===== config.mk =====
export PLATFORM = sky130hd
export DESIGN_NAME = pll_loop_filter_flat
export DESIGN_NICKNAME = d
export VERILOG_FILES = /design/src/rtl/pll_loop_filter_if.sv /design/src/rtl/pll_loop_filter.sv /design/src/flat_wrapper.sv
export SDC_FILE = /design/constraint.sdc
export NUM_CORES = 1
export LEC_CHECK = 0
export ABC_AREA = 1
export ABC_CLOCK_PERIOD_IN_PS = 3100
export CORE_MARGIN = 2
export CORE_UTILIZATION = 52
export DETAILED_ROUTE_END_ITERATION = 10
export GPL_ROUTABILITY_DRIVEN = 1
export MAX_ROUTING_LAYER = met4
export PLACE_DENSITY = 0.77
export SYNTH_ARGS = -nofsm -noshare
export SYNTH_HDL_FRONTEND = slang
export SYNTH_SLANG_ARGS = --single-unit

===== constraint.sdc =====
create_clock -name clk -period 3.1 [get_ports clk]
set_input_delay 0.62 -clock clk [delete_from_list [all_inputs] [get_ports clk]]
set_output_delay 0.62 -clock clk [all_outputs]
set_load 0.01 [all_outputs]

===== src/rtl/pll_loop_filter_if.sv =====
// pll_loop_filter_if: sample/code streaming bundle for the PLL loop filter.
//   adc_data  : unsigned ADC sample, qualified by adc_valid
//   adc_valid : one-cycle strobe from the ADC readout stage
//   dac_code  : registered DAC code, held between updates
//   dac_valid : one-cycle strobe when dac_code updates
// master = ADC readout / DAC write side, slave = loop filter.
interface pll_loop_filter_if #(
  parameter int DATA_WIDTH = 16
);
  logic [DATA_WIDTH-1:0] adc_data;
  logic                  adc_valid;
  logic [DATA_WIDTH-1:0] dac_code;
  logic                  dac_valid;

  modport master (output adc_data, output adc_valid, input dac_code, input dac_valid);
  modport slave  (input adc_data, input adc_valid, output dac_code, output dac_valid);
endinterface


===== src/rtl/pll_loop_filter.sv =====
// pll_loop_filter: digital PI loop filter between ADC readout and DAC write.
//   clk            : system clock
//   sreset         : synchronous active-high reset
//   bus            : adc_data/adc_valid in, dac_code/dac_valid out
//   hold           : freezes integrator and output updates
//   integ_clr      : synchronously zeroes the integrator
//   busy           : sample in flight (state != IDLE)
//   sample_dropped : one-cycle pulse when adc_valid arrives while busy
//   locked         : LOCK_COUNT consecutive samples with |err| <= LOCK_TOL
//
// state | meaning
// IDLE  | waiting for adc_valid, sample captured on acceptance
// ERR   | register err = sample - SETPOINT
// INT   | register p_term, update clamped integrator
// SUM   | register saturated DAC_INIT + p_term + integ/2^KI_SHIFT
// OUT   | load dac_code / strobe dac_valid, update lock tracking
module pll_loop_filter #(
  parameter int                    DATA_WIDTH = 16,
  parameter logic [DATA_WIDTH-1:0] SETPOINT   = 16'h8000,
  parameter logic [DATA_WIDTH-1:0] DAC_INIT   = 16'h8000,
  parameter int                    KP_SHIFT   = 2,
  parameter int                    KI_SHIFT   = 6,
  parameter int                    ACC_WIDTH  = 32,
  parameter int                    LOCK_TOL   = 16,
  parameter int                    LOCK_COUNT = 8
) (
  input  logic                     clk,
  input  logic                     sreset,
  pll_loop_filter_if.slave         bus,
  input  logic                     hold,
  input  logic                     integ_clr,
  output logic                     busy,
  output logic                     sample_dropped,
  output logic                     locked
);
  localparam int EW = DATA_WIDTH + 1;
  localparam int SW = ACC_WIDTH + 2;
  localparam int CW = $clog2(LOCK_COUNT + 1);
  localparam int MAG = DATA_WIDTH - 1 + KI_SHIFT;

  // Integrator limits, one guard bit wider than the integrator itself.
  localparam logic signed [ACC_WIDTH:0] INTEG_MAX = {{(ACC_WIDTH + 1 - MAG){1'b0}}, {MAG{1'b1}}};
  localparam logic signed [ACC_WIDTH:0] INTEG_MIN = {{(ACC_WIDTH + 1 - MAG){1'b1}}, {MAG{1'b0}}};

  localparam logic [2:0] S_IDLE = 3'd0;
  localparam logic [2:0] S_ERR  = 3'd1;
  localparam logic [2:0] S_INT  = 3'd2;
  localparam logic [2:0] S_SUM  = 3'd3;
  localparam logic [2:0] S_OUT  = 3'd4;

  logic [2:0]                   state;
  logic [DATA_WIDTH-1:0]        sample_q;
  logic signed [EW-1:0]         err_q;
  logic signed [EW-1:0]         p_q;
  logic signed [ACC_WIDTH-1:0]  integ_q;
  logic [DATA_WIDTH-1:0]        sum_q;
  logic [DATA_WIDTH-1:0]        dac_code_q;
  logic                         dac_valid_q;
  logic                         dropped_q;
  logic                         locked_q;
  logic [CW-1:0]                lock_cnt;

  logic signed [ACC_WIDTH:0]    integ_sum;
  logic signed [ACC_WIDTH:0]    integ_sat;
  logic signed [ACC_WIDTH-1:0]  integ_shr;
  logic signed [SW-1:0]         sum_full;
  logic [DATA_WIDTH-1:0]        sum_sat;
  logic [EW-1:0]                err_abs;
  logic [CW-1:0]                lock_cnt_nxt;

  always_comb begin
    integ_sum = {integ_q[ACC_WIDTH-1], integ_q} + {{(ACC_WIDTH + 1 - EW){err_q[EW-1]}}, err_q};
    if (integ_sum > INTEG_MAX)
      integ_sat = INTEG_MAX;
    else if (integ_sum < INTEG_MIN)
      integ_sat = INTEG_MIN;
    else
      integ_sat = integ_sum;
  end

  always_comb begin
    integ_shr = integ_q >>> KI_SHIFT;
    sum_full  = {{(SW - DATA_WIDTH){1'b0}}, DAC_INIT}
              + {{(SW - EW){p_q[EW-1]}}, p_q}
              + {{(SW - ACC_WIDTH){integ_shr[ACC_WIDTH-1]}}, integ_shr};
    // Negative clamps to zero; anything above the DAC range clamps to full scale.
    if (sum_full[SW-1])
      sum_sat = '0;
    else if (|sum_full[SW-2:DATA_WIDTH])
      sum_sat = '1;
    else
      sum_sat = sum_full[DATA_WIDTH-1:0];
  end

  always_comb begin
    err_abs = err_q[EW-1] ? -err_q : err_q;
    if (err_abs > EW'(LOCK_TOL))
      lock_cnt_nxt = '0;
    else if (lock_cnt == CW'(LOCK_COUNT))
      lock_cnt_nxt = lock_cnt;
    else
      lock_cnt_nxt = lock_cnt + 1'b1;
  end

  always_ff @(posedge clk) begin
    if (sreset) begin
      state       <= S_IDLE;
      sample_q    <= '0;
      err_q       <= '0;
      p_q         <= '0;
      integ_q     <= '0;
      sum_q       <= '0;
      dac_code_q  <= DAC_INIT;
      dac_valid_q <= 1'b0;
      dropped_q   <= 1'b0;
      locked_q    <= 1'b0;
      lock_cnt    <= '0;
    end else begin
      dac_valid_q <= 1'b0;
      dropped_q   <= bus.adc_valid && (state != S_IDLE);
      case (state)
        S_IDLE: begin
          if (bus.adc_valid) begin
            sample_q <= bus.adc_data;
            state    <= S_ERR;
          end
        end
        S_ERR: begin
          err_q <= {1'b0, sample_q} - {1'b0, SETPOINT};
          state <= S_INT;
        end
        S_INT: begin
          p_q <= err_q >>> KP_SHIFT;
          if (!hold)
            integ_q <= integ_sat[ACC_WIDTH-1:0];
          state <= S_SUM;
        end
        S_SUM: begin
          sum_q <= sum_sat;
          state <= S_OUT;
        end
        S_OUT: begin
          if (!hold) begin
            dac_code_q  <= sum_q;
            dac_valid_q <= 1'b1;
          end
          lock_cnt <= lock_cnt_nxt;
          locked_q <= (lock_cnt_nxt == CW'(LOCK_COUNT));
          state    <= S_IDLE;
        end
        default: state <= S_IDLE;
      endcase
      // Placed last so a clear overrides a coincident INT update.
      if (integ_clr)
        integ_q <= '0;
    end
  end

  assign bus.dac_code    = dac_code_q;
  assign bus.dac_valid   = dac_valid_q;
  assign busy            = (state != S_IDLE);
  assign sample_dropped  = dropped_q;
  assign locked          = locked_q;
endmodule


===== src/flat_wrapper.sv =====
// flat-port wrapper written by rule: the top's interface ports become plain ports
module pll_loop_filter_flat 
#(
  parameter int                    DATA_WIDTH = 16,
  parameter logic [DATA_WIDTH-1:0] SETPOINT   = 16'h8000,
  parameter logic [DATA_WIDTH-1:0] DAC_INIT   = 16'h8000,
  parameter int                    KP_SHIFT   = 2,
  parameter int                    KI_SHIFT   = 6,
  parameter int                    ACC_WIDTH  = 32,
  parameter int                    LOCK_TOL   = 16,
  parameter int                    LOCK_COUNT = 8
)
  (clk, sreset, hold, integ_clr, busy, sample_dropped, locked, bus_adc_data, bus_adc_valid, bus_dac_code, bus_dac_valid);
  pll_loop_filter_if #(.DATA_WIDTH(DATA_WIDTH)) bus_i ();
  input  logic clk;
  input  logic sreset;
  input  logic hold;
  input  logic integ_clr;
  output logic busy;
  output logic sample_dropped;
  output logic locked;
  input wire logic [$bits(bus_i.adc_data)-1:0] bus_adc_data;
  input wire logic [$bits(bus_i.adc_valid)-1:0] bus_adc_valid;
  output wire logic [$bits(bus_i.dac_code)-1:0] bus_dac_code;
  output wire logic [$bits(bus_i.dac_valid)-1:0] bus_dac_valid;
  assign bus_i.adc_data = bus_adc_data;
  assign bus_i.adc_valid = bus_adc_valid;
  assign bus_dac_code = bus_i.dac_code;
  assign bus_dac_valid = bus_i.dac_valid;
  pll_loop_filter #(.DATA_WIDTH(DATA_WIDTH), .SETPOINT(SETPOINT), .DAC_INIT(DAC_INIT), .KP_SHIFT(KP_SHIFT), .KI_SHIFT(KI_SHIFT), .ACC_WIDTH(ACC_WIDTH), .LOCK_TOL(LOCK_TOL), .LOCK_COUNT(LOCK_COUNT)) u_core (.clk(clk), .sreset(sreset), .bus(bus_i), .hold(hold), .integ_clr(integ_clr), .busy(busy), .sample_dropped(sample_dropped), .locked(locked));
endmodule

==> results.yml, run 1 <==
critical_path:
  critical_path_class: "reg2reg"
  critPathMaxFanout: 12
  start_kind: "flop"
  crit_path_end_kind: "flop"
  critPathRequiredTime_ns: 3.39
  arrival_ns: 3.21
job:
  maxCapViolations: 0
clock_network:
  clock_path_buffers: 2
  htreeDepth: 4
  clkSlewWorstSetupHoldPaths_ns: 0.06
  cts_root_buf: "clkbuf_16"
  clk_latency_ns: 0.43
  cts_tree: "built"
  cts.sinks: 120
  cts-buffers-inserted: 17
place:
  gp_congestion: 1.00
  detailed_place_hpwl_um: 19300
  placed_cells: 1765
  io_buffer_count: 40
  pre_cts_ws_ns: 0.00166
finish:
  diodes: 0
  area_growth_pct: 15.0
  fillers: 1697
  finalNonFillerCells: 1803
  drive_above_1_share_pct: 8.32
  seq_area_um2: 2400
  fin_nets: 1670
  multi_input_area_um2: 6080
global_routing:
  overflow: 0
  grt_pass1_vias: 8946
  grt_first_pass_wirelength_um: 41200
  grt_start_max_net_pins: 41
  antenna_found_initial: 0
  gr-usage-all-layers_pct: 26.3
detailed_routing:
  via_count: 9497
  wl_per_cell_um: 13.7
  drt-initial-drc-count: 655
  viasPerCell: 5.27
  wirelength_um: 24700
  drt_first_pass_iters: 5
  antenna_left: 0
  remaining_drc_errors: 0
logic_synthesis:
  yosysWarningCount: 0
  syn_inst: 1515
  synth_top_area_share_pct: 25.5
  synth-seq-area-share_pct: 25.5
  synth_edf_count: 0
  synth_ff_type: "dfxtp_1"
  synth_commonest_cells: "426 x nand2_1, 208 x inv_1, 177 x nor2_1"
  synth_seq_cells: 120
  syn_area_per_cell_um2: 6.23
  synth_fp_nets: 1624
  async_flop_share_pct: 0
  ys_top_cells_by_area: "dfxtp_1 25%, nand2_1 17%, ha_1 11%"
  synth_area_leader_cell: "dfxtp_1"
  yosysMostFrequentCell: "nand2_1"
  netlist_area_um2: 9440
  synth_cell_types: 34
floorplan:
  dieArea_um2: 19200
  io_pins: 41
  core_area_um2: 17900
  row_count: 49
  die_h_um: 139
  start_util_pct: 52.7
  die_w_um: 139
power_and_ir_drop:
  power_density_nw_per_um2: 423
  peakVddDrop_mv: 0.426
  p_leak_uw: 0.00537
  total_power_uw: 4590
sta:
  post-route-min-period_ns: 2.92
  hold_viol_final: 0
  fin_crit_sh_pct: 94.1
  clock_skew_ns: 0.0112
  setup_viol: 0
  timing.fmax_mhz: 343
  final_max_slew_viol_count: 0
  worst_pin_slew_ns: 0.563
  finalSetupTns_ns: 0
  slew_headroom_pct: 62.4
  fin_ws_ns: 0.184
  hold_slack_ns: 0.454
hold_path:
  hold_path.class: "reg2reg"
run_status:
  outcome: "finished, final reports clean"
[final cells by class]
class	count	share of cell area, %
clock buffers	18	4.05
clock inverters	14	1.50
inverters	214	7.40
multi-input cells	1142	56.0
flip-flops and latches	120	22.2
well taps	229	2.64
repair buffers	66	6.29
[metrics by stage]
step,instance area [µm²],util [%]
6_report,10900,60.6
5_1_grt,10900,60.6
4_1_cts,10800,60.1
3_5_place_dp,10100,56.6
3_3_place_gp,10100,56.6
2_1_floorplan,9440,-
[report_power, final]
group	leakage [µW]	switching (µW)	internal (µW)
sequential	0.000975	58.3	1610
combinational	0.00410	554	359
clock	0.000295	783	1230
total	0.00537	1400	3200
[sequential cells by signal, indices dropped and copies added, names as in the netlist]
signal and flops:
u_core.sum_q 16, u_core.bus.dac_valid 1, u_core.sample_q 16, u_core.lock_cnt 4
u_core.sample_dropped 1, u_core.bus.dac_code 16, u_core.p_q 14, u_core.locked 1
u_core.integ_q 32, u_core.state 3, u_core.err_q 16
[logic make-up (layout without fill, tap and decap cells)]
family	Yosys count	after routing	synth area share, %
AO/OA/AOI/OAI	258	258	15.0
AND/OR/NAND/NOR	755	755	33.4
buffers and inverters	253	312	10.6
XOR/XNOR	41	41	3.81
adder cells (fa/ha/maj)	88	88	11.8
flip-flops	120	120	25.5
[worst max-delay path, cell delays in order (launching register included)]
cell,delay (ns)
dfxtp_1,0.34
ha_1,0.29
ha_1,0.20
inv_1,0.10
fa_2,0.39
o21ai_2,0.17
buf_4,0.14
nand3_1,0.06
nand2_1,0.14
nand2_1,0.11
nand3_1,0.08
nand3_1,0.12
inv_1,0.07
nand2_1,0.08
nor2_4,0.15
buf_12,0.14
nand3_1,0.07
nand2_1,0.07
a21oi_1,0.05
[layout by cell type (no fill, tap or decap), types with 3 or more instances in the layout]
cell,netlist,final
o21ai_0,89,89
nand3_1,85,85
o21bai_1,6,6
ha_2,0,3
nor2_1,177,174
nor2_4,7,7
nand2_1,426,425
a31oi_1,8,8
xnor2_1,23,23
nand4_1,19,19
clkinv_1,3,3
inv_6,0,6
nand2_2,14,15
inv_1,208,208
xor2_1,18,18
nand3_2,3,3
dfxtp_1,120,118
a21oi_1,128,123
nor3_1,11,11
a21oi_2,20,25
nor2_2,7,10
inv_2,3,3
ha_1,86,83
clkdlybuf4s50_1,0,40
buf_4,2,19
clkbuf_16,0,17
buf_12,0,7
clkinv_4,0,3
[repair_timing]
action	CTS	global route
endpoints found under the setup margin	1	48
hold buffers	0	0
gates resized for setup	0	15
gates cloned	0	0
buffers inserted	2	4
pin swaps	1	4
hold endpoints to repair	0	0
[per-layer routing]
metal	vias to the layer above	wire length (µm)	global-route usage, %	part of all wire, %
li1	4933	-	-	-
met1	4245	11600	33.4	47
met4	0	683	9.04	2.8
met5	-	0	-	0
met2	264	11300	43.5	46
met3	55	1140	3.14	4.6
[final timing paths]
kind	from	endpoint	slack, ns	cells after the start
worst max register to register	u_core.integ_q[7]	u_core.sum_q[15]	0.18	18
worst max-delay path	u_core.integ_q[7]	u_core.sum_q[15]	0.18	18
worst min-delay path	u_core.sample_q[15]	u_core.sample_q[15]	0.45	2
worst min register to register	u_core.sample_q[15]	u_core.sample_q[15]	0.45	2
Power figures use the tool's default switching activity.
==> run 2, diff against run 1 <==
--- a/config.mk
+++ b/config.mk
@@ -7,12 +7,12 @@
 export LEC_CHECK = 0
 export ABC_AREA = 1
 export ABC_CLOCK_PERIOD_IN_PS = 3100
-export CORE_MARGIN = 2
-export CORE_UTILIZATION = 52
+export CORE_MARGIN = 5
+export CORE_UTILIZATION = 35
 export DETAILED_ROUTE_END_ITERATION = 10
 export GPL_ROUTABILITY_DRIVEN = 1
 export MAX_ROUTING_LAYER = met4
-export PLACE_DENSITY = 0.77
+export PLACE_DENSITY = 0.58
 export SYNTH_ARGS = -nofsm -noshare
 export SYNTH_HDL_FRONTEND = slang
 export SYNTH_SLANG_ARGS = --single-unit
==> run 2 against run 1 <==
Compared with the run above: utilization down 20 points; die area rose by 58%; setup slack improved by 0.018 ns; non-clock buffer count did not move; global-route usage fell by 8.9 points; critical path depth down 1; sequential power is essentially flat; largest power group unchanged.
==> results.yml, run 2 (synthesis gave the netlist of run 1 again) <==
global_routing:
  gr-usage-all-layers_pct: 17.3
  overflow: 0
  grt_first_pass_wirelength_um: 43200
  grt_pass1_vias: 8816
  antenna_found_initial: 0
  grt_start_max_net_pins: 34
floorplan:
  row_count: 60
  core_area_um2: 26700
  dieArea_um2: 30300
  io_pins: 41
  die_w_um: 174
  start_util_pct: 35.3
  die_h_um: 174
clock_network:
  cts_root_buf: "clkbuf_16"
  clkSlewWorstSetupHoldPaths_ns: 0.06
  clk_latency_ns: 0.42
  cts.sinks: 120
  cts_tree: "built"
  cts-buffers-inserted: 17
  clock_path_buffers: 2
  htreeDepth: 4
finish:
  diodes: 0
  regMostFlops: "u_core.integ_q"
  mostFrequentLayoutCell: "nand2_1"
  largest_register_ffs: 32
  drive_above_1_share_pct: 8.07
  finalNonFillerCells: 1915
  area_growth_pct: 16.0
  seq_area_um2: 2410
  multi_input_area_um2: 6060
  mostFrequentLayoutCells: "426 x nand2_1, 208 x inv_1, 177 x nor2_1"
  fin_nets: 1670
  fillers: 2867
sta:
  timing.fmax_mhz: 345
  fin_ws_ns: 0.202
  hold_viol_final: 0
  slew_headroom_pct: 59.7
  clock_skew_ns: 0.00954
  setup_viol: 0
  post-route-min-period_ns: 2.90
  final_max_slew_viol_count: 0
  fin_crit_sh_pct: 93.5
  hold_slack_ns: 0.461
  worst_pin_slew_ns: 0.603
place:
  gp_congestion: 0.965
  detailed_place_hpwl_um: 20700
  io_buffer_count: 40
  pre_cts_ws_ns: 0.102
  placed_cells: 1880
detailed_routing:
  remaining_drc_errors: 0
  viasPerCell: 4.86
  drt_first_pass_iters: 5
  wirelength_um: 25600
  antenna_left: 0
  via_count: 9305
  drt-initial-drc-count: 566
  wl_per_cell_um: 13.4
critical_path:
  slowest_delay_ns: 0.44
  critical_path_class: "reg2reg"
  critPathRequiredTime_ns: 3.40
  arrival_ns: 3.20
  crit_top_cell: "nand2_1"
  reg2reg_from: "u_core.integ_q[7]"
  crit_path_cell_trace: "ha_1, ha_1, inv_1, fa_1, o21ai_2, nand2_1, nand2_1, nand2_1, nand4_1, nand2_1, nor2_1, nand2_1, nor2_4, buf_12, nand3_1, nand2_1, a21oi_1"
  start_kind: "flop"
  crit_path_end_kind: "flop"
  crit_start: "u_core.integ_q[7]"
  critPathMaxFanout: 16
  cp_slowest_cell: "fa_1"
power_and_ir_drop:
  p_leak_uw: 0.00535
  peakVddDrop_mv: 0.361
  power_density_nw_per_um2: 412
run_status:
  outcome: "finished, final reports clean"
job:
  maxCapViolations: 0
hold_path:
  min_from: "u_core.sample_q[15]"
  hold_path.class: "reg2reg"
## run 2: critical path: cells and delay by family, from the launching register on
| kind | cells | cell delay [ns] |
|---|---|---|
| and+or+nand+nor | 10 | 0.97 |
| buffers and inverters | 2 | 0.23 |
| DFF | 1 | 0.33 |
| AOI/OAI and AO/OA | 2 | 0.32 |
| adders and majority gates | 3 | 0.92 |
## run 2: metrics by stage
stage	setup TNS (ns)	util, %	instance area [µm²]	total power [µW]
3_5_place_dp	0	38.4	10300	2560
6_report	0	41.0	10900	4510
3_3_place_gp	0	38.4	10300	2560
4_1_cts	0	40.6	10900	4500
5_1_grt	-0.00435	41.0	10900	4760
2_1_floorplan	0	-	9440	2320
## run 2: cell type report
| cell class | count | area share [%] |
|---|---|---|
| Clock buffer | 17 | 3.89 |
| Sequential cell | 120 | 22.0 |
| Inverter | 214 | 7.34 |
| Timing Repair Buffer | 66 | 6.08 |
| Multi-Input combinational cell | 1142 | 55.4 |
| Clock inverter | 15 | 1.44 |
| Tap cell | 341 | 3.90 |
## run 2: final timing paths
check | end | slack (ns) | cells past startpoint
setup / recovery | u_core.sum_q[13] | 0.20 | 17
hold / removal | u_core.sample_q[15] | 0.46 | 2
setup reg to reg | u_core.sum_q[13] | 0.20 | 17
hold reg to reg | u_core.sample_q[15] | 0.46 | 2
## run 2: routing by layer
metal / routed length, µm / vias to the layer above / global-route usage [%]
met1: 13100 / 4168 / 24.1
met2: 11200 / 162 / 26.9
met3: 902 / 34 / 2.04
met4: 403 / 0 / 4.32
met5: 0 / - / -
li1: - / 4941 / -
## run 2: repair_timing
action	4_1_cts	5_1_grt
hold buffers	0	0
endpoints found under the setup margin	0	37
buffers inserted	0	3
gates resized for setup	0	14
## run 2: power by group
part	switching [µW]	internal [µW]
Combinational	553	356
Clock	800	1140
Sequential	58.0	1610
Total	1410	3100
